<file path="config.mk">
export PLATFORM = sky130hd
export DESIGN_NAME = stack_register_p_flat
export DESIGN_NICKNAME = d
export VERILOG_FILES = /design/src/rtl/stack_register_p_if.sv /design/src/rtl/stack_register_p.sv /design/src/flat_wrapper.sv
export SDC_FILE = /design/constraint.sdc
export NUM_CORES = 1
export LEC_CHECK = 0
export CAP_MARGIN = 5
export CORE_MARGIN = 8
export CORE_UTILIZATION = 60
export CTS_BUF_LIST = sky130_fd_sc_hd__clkbuf_16
export CTS_CLUSTER_DIAMETER = 150
export DETAILED_ROUTE_END_ITERATION = 7
export HOLD_SLACK_MARGIN = 0.1
export PLACE_DENSITY_LB_ADDON = 0.3
export SLEW_MARGIN = 15
export SYNTH_ARGS = -nofsm -noshare
export SYNTH_HDL_FRONTEND = slang
export SYNTH_SLANG_ARGS = --single-unit
</file>
<file path="constraint.sdc">
create_clock -name clk -period 5.6 [get_ports clk]
set_clock_uncertainty 0.05 [all_clocks]
set_input_delay 0.84 -clock clk [delete_from_list [all_inputs] [get_ports clk]]
set_output_delay 0.84 -clock clk [all_outputs]
set_load 0.005 [all_outputs]
</file>
<file path="src/rtl/stack_register_p_if.sv">
// Stack register bus: operation inputs and registered stack view.
interface stack_register_p_if #(
    parameter int WIDTH = 4,
    parameter int DEPTH = 8
);
    localparam int DW = $clog2(DEPTH + 1);

    logic [WIDTH-1:0] in_word;
    logic [2:0]       mode;
    logic             err_clr;
    logic [WIDTH-1:0] top_word;
    logic [WIDTH-1:0] second_word;
    logic [DW-1:0]    depth;
    logic             empty;
    logic             full;
    logic             overflow;
    logic             underflow;

    modport master (
        output in_word, mode, err_clr,
        input  top_word, second_word, depth,
        input  empty, full, overflow, underflow
    );

    modport slave (
        input  in_word, mode, err_clr,
        output top_word, second_word, depth,
        output empty, full, overflow, underflow
    );
endinterface

</file>
<file path="src/rtl/stack_register_p.sv">
// Shift-register operand stack with Forth-style ops and sticky error flags.
module stack_register_p #(
    parameter int WIDTH = 4,
    parameter int DEPTH = 8
) (
    input logic               clk,
    input logic               rst,
    stack_register_p_if.slave bus
);
    localparam int DW = $clog2(DEPTH + 1);

    localparam logic [2:0] M_NOP  = 3'd0;
    localparam logic [2:0] M_PUSH = 3'd1;
    localparam logic [2:0] M_POP  = 3'd2;
    localparam logic [2:0] M_REPL = 3'd3;
    localparam logic [2:0] M_SWAP = 3'd4;
    localparam logic [2:0] M_DUP  = 3'd5;
    localparam logic [2:0] M_OVER = 3'd6;
    localparam logic [2:0] M_COLL = 3'd7;

    localparam logic [DW-1:0] D_MAX = DW'(DEPTH);
    localparam logic [DW-1:0] D_ONE = DW'(1);
    localparam logic [DW-1:0] D_TWO = DW'(2);

    logic [DEPTH-1:0][WIDTH-1:0] s_q, s_n;
    logic [DW-1:0]               d_q, d_n;
    logic                        ov_q, un_q;
    logic                        empty_q, full_q;
    logic                        ov_set, un_set;
    logic                        push_en;
    logic [WIDTH-1:0]            push_val;

    always_comb begin
        s_n      = s_q;
        d_n      = d_q;
        ov_set   = 1'b0;
        un_set   = 1'b0;
        push_en  = 1'b0;
        push_val = '0;
        case (bus.mode)
            M_NOP: ;
            M_PUSH: begin
                push_en  = 1'b1;
                push_val = bus.in_word;
            end
            M_POP: begin
                if (d_q == '0) begin
                    un_set = 1'b1;
                end else begin
                    for (int i = 0; i < DEPTH - 1; i++)
                        s_n[i] = s_q[i+1];
                    s_n[DEPTH-1] = '0;
                    d_n          = d_q - D_ONE;
                end
            end
            M_REPL: begin
                s_n[0] = bus.in_word;
                if (d_q == '0)
                    d_n = D_ONE;
            end
            M_SWAP: begin
                if (d_q < D_TWO) begin
                    un_set = 1'b1;
                end else begin
                    s_n[0] = s_q[1];
                    s_n[1] = s_q[0];
                end
            end
            M_DUP: begin
                if (d_q == '0) begin
                    un_set = 1'b1;
                end else begin
                    push_en  = 1'b1;
                    push_val = s_q[0];
                end
            end
            M_OVER: begin
                if (d_q < D_TWO) begin
                    un_set = 1'b1;
                end else begin
                    push_en  = 1'b1;
                    push_val = s_q[1];
                end
            end
            M_COLL: begin
                if (d_q < D_TWO) begin
                    un_set = 1'b1;
                end else begin
                    s_n[0] = bus.in_word;
                    for (int i = 1; i < DEPTH - 1; i++)
                        s_n[i] = s_q[i+1];
                    s_n[DEPTH-1] = '0;
                    d_n          = d_q - D_ONE;
                end
            end
            default: ;
        endcase

        // A push onto a full stack drops the bottom entry
        if (push_en) begin
            for (int i = DEPTH - 1; i > 0; i--)
                s_n[i] = s_q[i-1];
            s_n[0] = push_val;
            if (d_q == D_MAX)
                ov_set = 1'b1;
            else
                d_n = d_q + D_ONE;
        end
    end

    always_ff @(posedge clk) begin
        if (rst) begin
            s_q     <= '0;
            d_q     <= '0;
            ov_q    <= 1'b0;
            un_q    <= 1'b0;
            empty_q <= 1'b1;
            full_q  <= 1'b0;
        end else begin
            s_q     <= s_n;
            d_q     <= d_n;
            ov_q    <= ov_set | (ov_q & ~bus.err_clr);
            un_q    <= un_set | (un_q & ~bus.err_clr);
            empty_q <= (d_n == '0);
            full_q  <= (d_n == D_MAX);
        end
    end

    assign bus.top_word    = s_q[0];
    assign bus.second_word = s_q[1];
    assign bus.depth       = d_q;
    assign bus.empty       = empty_q;
    assign bus.full        = full_q;
    assign bus.overflow    = ov_q;
    assign bus.underflow   = un_q;
endmodule

</file>
<file path="src/flat_wrapper.sv">
// flat-port wrapper written by rule: the top's interface ports become plain ports
module stack_register_p_flat 
#(
    parameter int WIDTH = 4,
    parameter int DEPTH = 8
)
  (clk, rst, bus_in_word, bus_mode, bus_err_clr, bus_top_word, bus_second_word, bus_depth, bus_empty, bus_full, bus_overflow, bus_underflow);
  stack_register_p_if #(.WIDTH(WIDTH), .DEPTH(DEPTH)) bus_i ();
  input logic clk;
  input logic rst;
  input wire logic [$bits(bus_i.in_word)-1:0] bus_in_word;
  input wire logic [$bits(bus_i.mode)-1:0] bus_mode;
  input wire logic [$bits(bus_i.err_clr)-1:0] bus_err_clr;
  output wire logic [$bits(bus_i.top_word)-1:0] bus_top_word;
  output wire logic [$bits(bus_i.second_word)-1:0] bus_second_word;
  output wire logic [$bits(bus_i.depth)-1:0] bus_depth;
  output wire logic [$bits(bus_i.empty)-1:0] bus_empty;
  output wire logic [$bits(bus_i.full)-1:0] bus_full;
  output wire logic [$bits(bus_i.overflow)-1:0] bus_overflow;
  output wire logic [$bits(bus_i.underflow)-1:0] bus_underflow;
  assign bus_i.in_word = bus_in_word;
  assign bus_i.mode = bus_mode;
  assign bus_i.err_clr = bus_err_clr;
  assign bus_top_word = bus_i.top_word;
  assign bus_second_word = bus_i.second_word;
  assign bus_depth = bus_i.depth;
  assign bus_empty = bus_i.empty;
  assign bus_full = bus_i.full;
  assign bus_overflow = bus_i.overflow;
  assign bus_underflow = bus_i.underflow;
  stack_register_p #(.WIDTH(WIDTH), .DEPTH(DEPTH)) u_core (.clk(clk), .rst(rst), .bus(bus_i));
endmodule
</file>
* Word-level counts from Yosys, hierarchy flattened
Index checks and enable logic that the tools add are counted.
** Cells by class
- Bitwise logic cells :: 5
- Eq/ne operators :: 13
- Add/subtract/negate cells :: 2
- Mux-type cells :: 24
- Reductions and logical operators :: 10
- $lt $le $gt $ge :: 1
** Operator list (count)
- $mux 32 :: 3
- $pmux 24 s2 :: 1
- $pmux 4 s3 :: 3
- $mux 4 :: 7
- $pmux 4 s4 :: 1
- $eq 3x3->1 const B :: 4
- $ne 3x2->1 const B :: 3
- $eq 4x4->1 const B :: 2
- $logic_not 4->1 :: 2
- $mux 8 :: 1
- $eq 3x2->1 const B :: 2
- $mux 1 :: 6
- $reduce_and 5->1 :: 1
- $reduce_bool 5->1 :: 1
- $add 4x1->4 const B :: 1
- $lt 4x2->1 const B :: 1
- $reduce_and 4->1 :: 1
- $reduce_bool 4->1 :: 1
- $sub 4x1->4 const B :: 1
- $eq 3x1->1 const B :: 1
- $ne 3x3->1 const B :: 1
- $pmux 1 s3 :: 1
- $reduce_and 3->1 :: 1
- $reduce_bool 3->1 :: 1
- 6 further kinds :: 8
** Word-level totals
- Flip-flop bits (word level) :: 40
- Word-level logic and storage cells :: 68

* Longest topological paths before layout
Gate-level depths: netlist of the first run.
- Word-level depth :: 6
- Depth in mapped cells :: 10

* Least setup slack after synthesis of the first run
Ideal clock, no wire load.
- Kind :: register to register
- From :: register u_core.d_q[0] (netlist: u_core.bus.depth[0])
- To :: register u_core.empty_q (netlist: u_core.bus.empty)
- Cell stages (with the launch flop) :: 11
- Setup time :: 0.129 ns
- Path slack :: 2.864 ns
- Clock period less this slack :: 2.736 ns
- Data required time :: 5.421 ns
- Buffers on the path :: 0
- Data arrival time :: 2.557 ns
- Path through :: dfxtp_1 > inv_1 > ha_1 > nor3b_2 > clkinv_1 > ha_1 > nor4bb_1 > a2111oi_0 > o311ai_1 > nor3_1 > o41ai_1
** Between the ends
- Longest elaborated chain between the ends :: 6
- Elaborated cells between the ends (all ways) :: 15
** RTL lines
- start: declaration :: line stack_register_p.sv:26 : logic [DW-1:0] d_q, d_n;
- start signal: assignment :: line stack_register_p.sv:121 : d_q <= d_n;
- $sub 4x1->4 (tied with other cells) :: line stack_register_p.sv:53, stack_register_p.sv:93
- $mux 4 (on tied branches) :: line stack_register_p.sv:86, stack_register_p.sv:47, stack_register_p.sv:58
- $pmux 4 s3 :: line stack_register_p.sv:40 : case (bus.mode)
- $mux 4 :: line stack_register_p.sv:104 : if (d_q == D_MAX)
- $mux 4 * :: line stack_register_p.sv:100 : if (push_en) begin
- $logic_not 4->1 * :: line stack_register_p.sv:124 : empty_q <= (d_n == '0);
- end signal: assignment :: line stack_register_p.sv:124
- end: declaration :: line stack_register_p.sv:28 : logic empty_q, full_q;
Every way passes the cells marked *; elsewhere a longest branch is shown, timed or not.
A chain may end at the register's enable or synchronous reset.

* Worst setup path after layout of the first run
- From :: input bus_mode[1]
- To :: register u_core.s_q[17] (netlist name)
** Between the ends
- Longest elaborated chain between the ends :: 4
- Elaborated cells between the ends (all ways) :: 12
** RTL lines
- start: declaration :: line flat_wrapper.sv:12 : input wire logic [$bits(bus_i.mode)-1:0] bus_mode;
- $eq 3x3->1 or $eq 3x1->1 (tied branches) :: line stack_register_p.sv:40
- $pmux 1 s3 :: line stack_register_p.sv:40
- $ne 3x2->1 (no line) or $reduce_bool 3->1 (tied branches)
- $reduce_and 3->1 (no line)
- end signal: assignment :: line stack_register_p.sv:120 : s_q <= s_n;
- end: declaration :: line stack_register_p.sv:25 : logic [DEPTH-1:0][WIDTH-1:0] s_q, s_n;
Several ways; a longest one is shown, not always the timed one.

==> results of run 1 <==
==> layer usage <==
| metal | wire length (um) | up-vias | global-route usage |
|---|---|---|---|
| met3 | 299 | 9 | 0.0426 |
| met5 | 0 | - | 0 |
| met1 | 2370 | 867 | 0.222 |
| met4 | 55 | 0 | 0.0491 |
| met2 | 2170 | 58 | 0.245 |
| li1 | - | 965 | - |
==> cells by family (layout without fill, tap and decap cells) <==
group / after synthesis / count (layout) / share of synthesized area
muxes: 24 / 24 / 0.106
xor gates and xnor gates: 1 / 1 / 0.00388
and+or+nand+nor: 80 / 80 / 0.185
buffers and inverters: 36 / 44 / 0.0836
adders and majority gates: 4 / 4 / 0.0221
DFF: 40 / 40 / 0.354
AOI/OAI and AO/OA: 74 / 74 / 0.245
==> placed cells by master, fill, tap and decap left out, types with 3 or more instances in the layout <==
cell,n
dfxtp_1,40
nor2_1,34
clkdlybuf4s50_1,25
mux2i_1,24
a211oi_1,24
a21oi_1,12
inv_1,10
nand2_1,8
nor2b_1,8
o21ai_0,7
nor3_1,7
clkbuf_16,5
a221oi_1,4
a22oi_1,4
ha_1,4
a21o_1,3
nand2b_1,3
nor3b_1,3
nand3_1,3
o211ai_1,3
==> state kept, by name (all words and copies together) (netlist names) <==
signal	flops
u_core.bus.depth	4
u_core.bus.empty	1
u_core.bus.full	1
u_core.bus.second_word	4
u_core.bus.top_word	4
u_core.bus.underflow	1
u_core.s_q	24
u_core.bus.overflow	1
==> stage by stage <==
step / area (um2) / utilization / hold WS [ns] / setup slack [ns]
2_1_floorplan: 2260 / - / 0.403 / 2.86
3_5_place_dp: 2430 / 0.668 / 0.415 / 2.03
3_3_place_gp: 2430 / 0.668 / 0.409 / 2.09
6_report: 2570 / 0.706 / 0.428 / 2.25
5_1_grt: 2570 / 0.706 / 0.450 / 1.95
4_1_cts: 2570 / 0.706 / 0.437 / 2.29
==> worst max-delay path, delay by kind of cell <==
family | cells | cell delay, ns
AND/OR/NAND/NOR | 2 | 0.53
buffers and inverters | 1 | 0.73
AO/OA/AOI/OAI | 3 | 1.36
==> synth_stat cells, types with 4 or more instances <==
| cell type | count | share of area |
|---|---|---|
| dfxtp_1 | 40 | 0.35 |
| nor2_1 | 34 | 0.056 |
| a211oi_1 | 24 | 0.080 |
| mux2i_1 | 24 | 0.11 |
| a21oi_1 | 12 | 0.027 |
| buf_4 | 11 | 0.037 |
| clkbuf_1 | 9 | 0.015 |
| inv_1 | 9 | 0.015 |
| nand2_1 | 8 | 0.013 |
| nor2b_1 | 8 | 0.022 |
| nor3_1 | 7 | 0.016 |
| o21ai_0 | 7 | 0.016 |
| a221oi_1 | 4 | 0.016 |
| a22oi_1 | 4 | 0.013 |
| buf_2 | 4 | 0.0089 |
| ha_1 | 4 | 0.022 |
==> power breakdown <==
group / total (uW) / internal (uW) / switching, uW
sequential: 393 / 338 / 55.1
clock: 268 / 162 / 106
combinational: 336 / 159 / 177
total: 998 / 659 / 338
==> path summary, 6_finish.rpt <==
kind	to	slack (ns)	from	depth (start not counted)
setup / recovery	u_core.s_q[17]$_SDFFE_PP0P_	2.25	bus_mode[1]	6
hold / removal	u_core.bus.overflow$_SDFF_PP0_	0.43	u_core.bus.overflow$_SDFF_PP0_	2
setup reg to reg	u_core.bus.empty$_SDFF_PP1_	2.27	u_core.bus.depth[0]$_SDFF_PP0_	10
hold reg to reg	u_core.bus.overflow$_SDFF_PP0_	0.43	u_core.bus.overflow$_SDFF_PP0_	2
==> final cells by class <==
class,count,area share
Tap cell,48,0.0234
Clock buffer,5,0.0488
Sequential cell,40,0.312
Timing Repair Buffer,26,0.100
Clock inverter,3,0.00585
Multi-Input combinational cell,183,0.495
Inverter,10,0.0146
==> impl_results.md, run 1 <==
* Pwr dens at 389 nW/um2
* CP max stage cell: a21o_1
* Syn Area/Cell at between 8 and 9 um2
* #FFs+latches synth at 40
* Filler cells at approximately 300
* ANT nets after route at 0
* Fin. max-slew vios at 0
* IO Port Bufs at 25
* P_leak at just over 0.0009 uW
* Syn Inst Count at 259
* Multi-input logic area at about 1300 um2
* Critical path type: in2reg
* Vias in the first global route at 1,740
* CTS Root Cell: clkbuf_16
* Full die area at 5990 um2
* DP HPWL at approximately 3.3 mm
* Final setup fails at 0
* CP Capture Type: register
* Hold Vio Cnt, Final at 0
* Mapped cell area at between 2000 and 2500 um2
* Min Tclk post-route at roughly 3.3 ns
* Max Cap Violations at 0
* Main synth FF type: dfxtp_1
* Fmax at approximately 0.3 GHz
* Routability cong. at between 0.8 and 0.9
* Reg area at about 800 um2
* Final #Nets at 280
* Antenna Cells at 0
* Hold buffers post-CTS at 0
* Post-synth ARST share at 0
* 1st-pass router iterations at 4
* Post-synth cell types at 51
* Die X at slightly below 80 um
* Placed Cells at 307
* Post-CTS Setup Repair Bufs at 0
* Layout Cells excl Fill at 315
* Initial antenna violation count at 0
* Core Area at approximately 3600 um2
* Total grt overflow at 0
* Period Utilization, post-route at 0.598
* Post-synth EDFFs at 0
* RSZ-0062 raised after global routing: false
* Area growth syn-to-layout at 13.6%
* Vias per inst at ~6.0
* Largest net degree at the start of global routing at 41
* Crit-path max cell delay at 0.85 ns
* Share of cells above drive strength 1 at 0.0524
* Ys Warns at 0
* WL final at ~4.9 mm
* CTS tree: built
* First-pass GRT wire length at about 8.3 mm
* Crit path cell chain: clkdlybuf4s50_1, nand2b_1, a21oi_1, a21o_1, nor2_1, a211oi_1
* I/O pin total at 26
* DR WL/cell at about 16 um
* Startpoint type of the worst setup path: input port
* H-Tree Depth at 2
* CP max FO at 40
* Post-CTS Resized at 0
* Clock transition at path regs at 0.06 ns
* Worst-Skew Late Latency at 0.28 ns
* Hold crit path type: reg2reg
* Rel. slew slack at 0.266
* Clock buffer depth at 2
* Std cell rows at 22
* Clk sink count at 40
* DR iter-0 viols at ~180
* Num CTS Buffers at 5
* Worst Max-Slew Pin Slew at between 1 and 1.5 ns
* DRC errors left at 0
* Vias at 1,899
* Initial Util at 0.622
* Total power at ~1000 uW
* Setup TNS at 0 ns
* Seq/Total Area, Yosys at 0.354
* Arrival time worst endpoint at about 3.5 ns
* Die height at a little under 80 um
* Data required time of the worst path at about 5.7 ns
* Gr usage total at 0.163
* Maximum vdd drop at ~0.00022 V
* Status: finished, final reports clean
* Syn Nets at ~270
Power figures use the tool's default switching activity.
==> run 2, diff against run 1 <==
--- a/config.mk
+++ b/config.mk
@@ -7,7 +7,7 @@
 export LEC_CHECK = 0
 export CAP_MARGIN = 5
 export CORE_MARGIN = 8
-export CORE_UTILIZATION = 60
+export CORE_UTILIZATION = 50
 export CTS_BUF_LIST = sky130_fd_sc_hd__clkbuf_16
 export CTS_CLUSTER_DIAMETER = 150
 export DETAILED_ROUTE_END_ITERATION = 7
==> constraint.sdc (replaced) <==
create_clock -name clk -period 2.68 [get_ports clk]
set_clock_uncertainty 0.05 [all_clocks]
set_input_delay 0.402 -clock clk [delete_from_list [all_inputs] [get_ports clk]]
set_output_delay 0.402 -clock clk [all_outputs]
set_load 0.005 [all_outputs]
==> run 2 against run 1 <==
  * Utilization shrank 5.8 points
  * Combinational power grew to 2.6 times the previous value
  * Flip-flop and latch count is the same
  * Die area grew 16%
  * Non-clock buffer count grew 22
  * Critical endpoint is now u_core.bus.empty$_SDFF_PP1_
  * Register-to-register slack lost 2.1 ns
  * Highest routed layer unchanged
==> impl_results.md, run 2 (synthesized netlist as in run 1, its figures left out) <==
* Status: finished, final reports clean
* Area growth syn-to-layout at 24.9%
* Share of cells above drive strength 1 at 0.149
* Startpoint type of the worst setup path: register
* Maximum vdd drop at ~0.00053 V
* Critical path type: reg2reg
* Clock transition at path regs at around 0.05 ns
* Vias at about 2,000
* DRC errors left at 0
* Placed Cells at around 330
* Crit path cell chain: inv_1, ha_1, nor3b_2, clkinv_2, ha_1, nor4bb_2, a2111oi_2, o311ai_2, nor3_2, o41ai_2
* Largest net degree at the start of global routing at 41
* CTS tree: built
* Worst Max-Slew Pin Slew at approximately 0.51 ns
* Die X at between 80 and 90 um
* WHS Path Cells at 2
* IO Port Bufs at 25
* R2r setup slk at around 0.21 ns
* Data required time of the worst path at 2.78 ns
* Period Utilization, post-route at 0.921
* Rel. slew slack at 0.658
* 1st-pass router iterations at 5
* ANT nets after route at 0
* Initial Util at 0.519
* Reg2reg start: u_core.bus.depth[0]$_SDFF_PP0_
* I/O pin total at 26
* CP Capture Type: register
* Full die area at 6930 um2
* Hold Vio Cnt, Final at 0
* Reg with most FFs: u_core.s_q
* Std cell rows at 24
* Max Cap Violations at 0
* Final setup fails at 0
* Die height at between 80 and 90 um
* Min-delay src: u_core.bus.overflow$_SDFF_PP0_
* DR iter-0 viols at roughly 150
* Core Area at roughly 4400 um2
* Post-route cell area at 2820 um2
* CTS Root Cell: clkbuf_16
* Routability cong. at a little under 0.9
* First-pass GRT wire length at between 9 and 10 mm
* WL final at 5.46 mm
* Initial antenna violation count at 0
* Final #Nets at between 300 and 400
* Gr usage total at 0.156
* Worst-Skew Late Latency at approximately 0.28 ns
* Fin. max-slew vios at 0
* Hold crit path type: reg2reg
* FF-to-FF End: u_core.bus.empty$_SDFF_PP1_
* RSZ-0062 raised after global routing: false
* Setup TNS at 0 ns
* CP max stage cell: a2111oi_2
* DP HPWL at ~3.9 mm
* Vias in the first global route at between 1,500 and 2,000
* Crit-path max cell delay at about 0.36 ns
* DR WL/cell at about 16 um
* DP Area at between 2000 and 3000 um2
* Hold Path End: u_core.bus.overflow$_SDFF_PP0_
* Total grt overflow at 0
* Pwr dens at around 820 nW/um2
* Most frequent cells in the layout: 40 x dfxtp_1, 34 x nor2_1, 25 x clkdlybuf4s50_1
* Min Tclk post-route at approximately 2.5 ns
* Largest register FFs at 24
* R2R cell count at 10
* P_leak at 0.00105 uW
* Arrival time worst endpoint at approximately 2.6 ns
* Most frequent CP cell: ha_1
* Post-CTS Setup Repair Bufs at 0
* Clock buffer depth at 2
* H-Tree Depth at 2
* CP max FO at 2
* Antenna Cells at 0
* Vias per inst at 5.81
* Num CTS Buffers at 5
* Filler cells at roughly 340
* Commonest non-fill, non-tap cell in the layout: dfxtp_1
* Fmax at just over 0.4 GHz
* Clk sink count at 40
* Layout Cells excl Fill at between 300 and 400
[run 2: cell type report]
| cell class | count | area (um2) | area share |
|---|---|---|---|
| Clock inverter | 3 | 42.5 | 0.0151 |
| Multi-Input combinational cell | 183 | 1300 | 0.461 |
| Sequential cell | 40 | 801 | 0.284 |
| Inverter | 10 | 38.8 | 0.0137 |
| Clock buffer | 5 | 125 | 0.0443 |
| Timing Repair Buffer | 48 | 448 | 0.159 |
| Tap cell | 52 | 65.1 | 0.0230 |
[run 2: metal layers]
layer | vias to the layer above | GRT usage | share of wire
li1 | 1007 | - | -
met1 | 906 | 0.221 | 0.51
met2 | 62 | 0.216 | 0.43
met3 | 6 | 0.0420 | 0.054
met4 | 0 | 0.0543 | 0.010
met5 | - | 0 | 0
[run 2: worst max path at each step]
stage	depth (start not counted)	end	from	slack (ns)
global route	10	u_core.bus.empty$_SDFF_PP1_	u_core.bus.depth[1]$_SDFF_PP0_	0.0004
detailed placement	7	u_core.bus.empty$_SDFF_PP1_	bus_mode[1]	0.08
global placement	7	u_core.bus.empty$_SDFF_PP1_	bus_mode[1]	0.11
CTS	10	u_core.bus.empty$_SDFF_PP1_	u_core.bus.depth[1]$_SDFF_PP0_	0.08
floorplan	10	u_core.bus.empty$_SDFF_PP1_	u_core.bus.depth[0]$_SDFF_PP0_	0.04
finish	10	u_core.bus.empty$_SDFF_PP1_	u_core.bus.depth[0]$_SDFF_PP0_	0.21
[run 2: power breakdown]
part	internal (uW)	switching [uW]
logic	423	441
registers	707	89.8
clock network	437	228
[run 2: critical path, delay by kind of cell, from the launching register on]
kind | cells | cell delay, ns
buf+inv | 2 | 0.16
flops | 1 | 0.31
compound gates | 3 | 0.67
simple gates | 3 | 0.70
fa+ha+maj | 2 | 0.47
[run 2: what timing repair did]
item / in CTS / in global routing
gates resized for setup: 0 / 5
endpoints found under the setup margin: 0 / 2
hold buffers: 0 / 0
[run 2: per-stage QoR]
| stage | setup slack, ns | power [uW] | utilization | hold slack (ns) |
|---|---|---|---|---|
| 6_report | 0.211 | 2330 | 0.648 | 0.429 |
| 4_1_cts | 0.0761 | 2310 | 0.641 | 0.445 |
| 3_3_place_gp | 0.113 | 1620 | 0.603 | 0.419 |
| 3_5_place_dp | 0.0766 | 1630 | 0.603 | 0.438 |
| 2_1_floorplan | 0.0393 | 1350 | - | 0.403 |
| 5_1_grt | 0.000355 | 2470 | 0.648 | 0.449 |
==> run 3, diff against run 2 <==
--- a/config.mk
+++ b/config.mk
@@ -11,7 +11,7 @@
 export CTS_BUF_LIST = sky130_fd_sc_hd__clkbuf_16
 export CTS_CLUSTER_DIAMETER = 150
 export DETAILED_ROUTE_END_ITERATION = 7
-export HOLD_SLACK_MARGIN = 0.1
+export HOLD_SLACK_MARGIN = 0.03
 export PLACE_DENSITY_LB_ADDON = 0.3
 export SLEW_MARGIN = 15
 export SYNTH_ARGS = -nofsm -noshare
==> results of run 3 <==
Same layout as run 2: the final DEF is identical, and so are final timing and power.
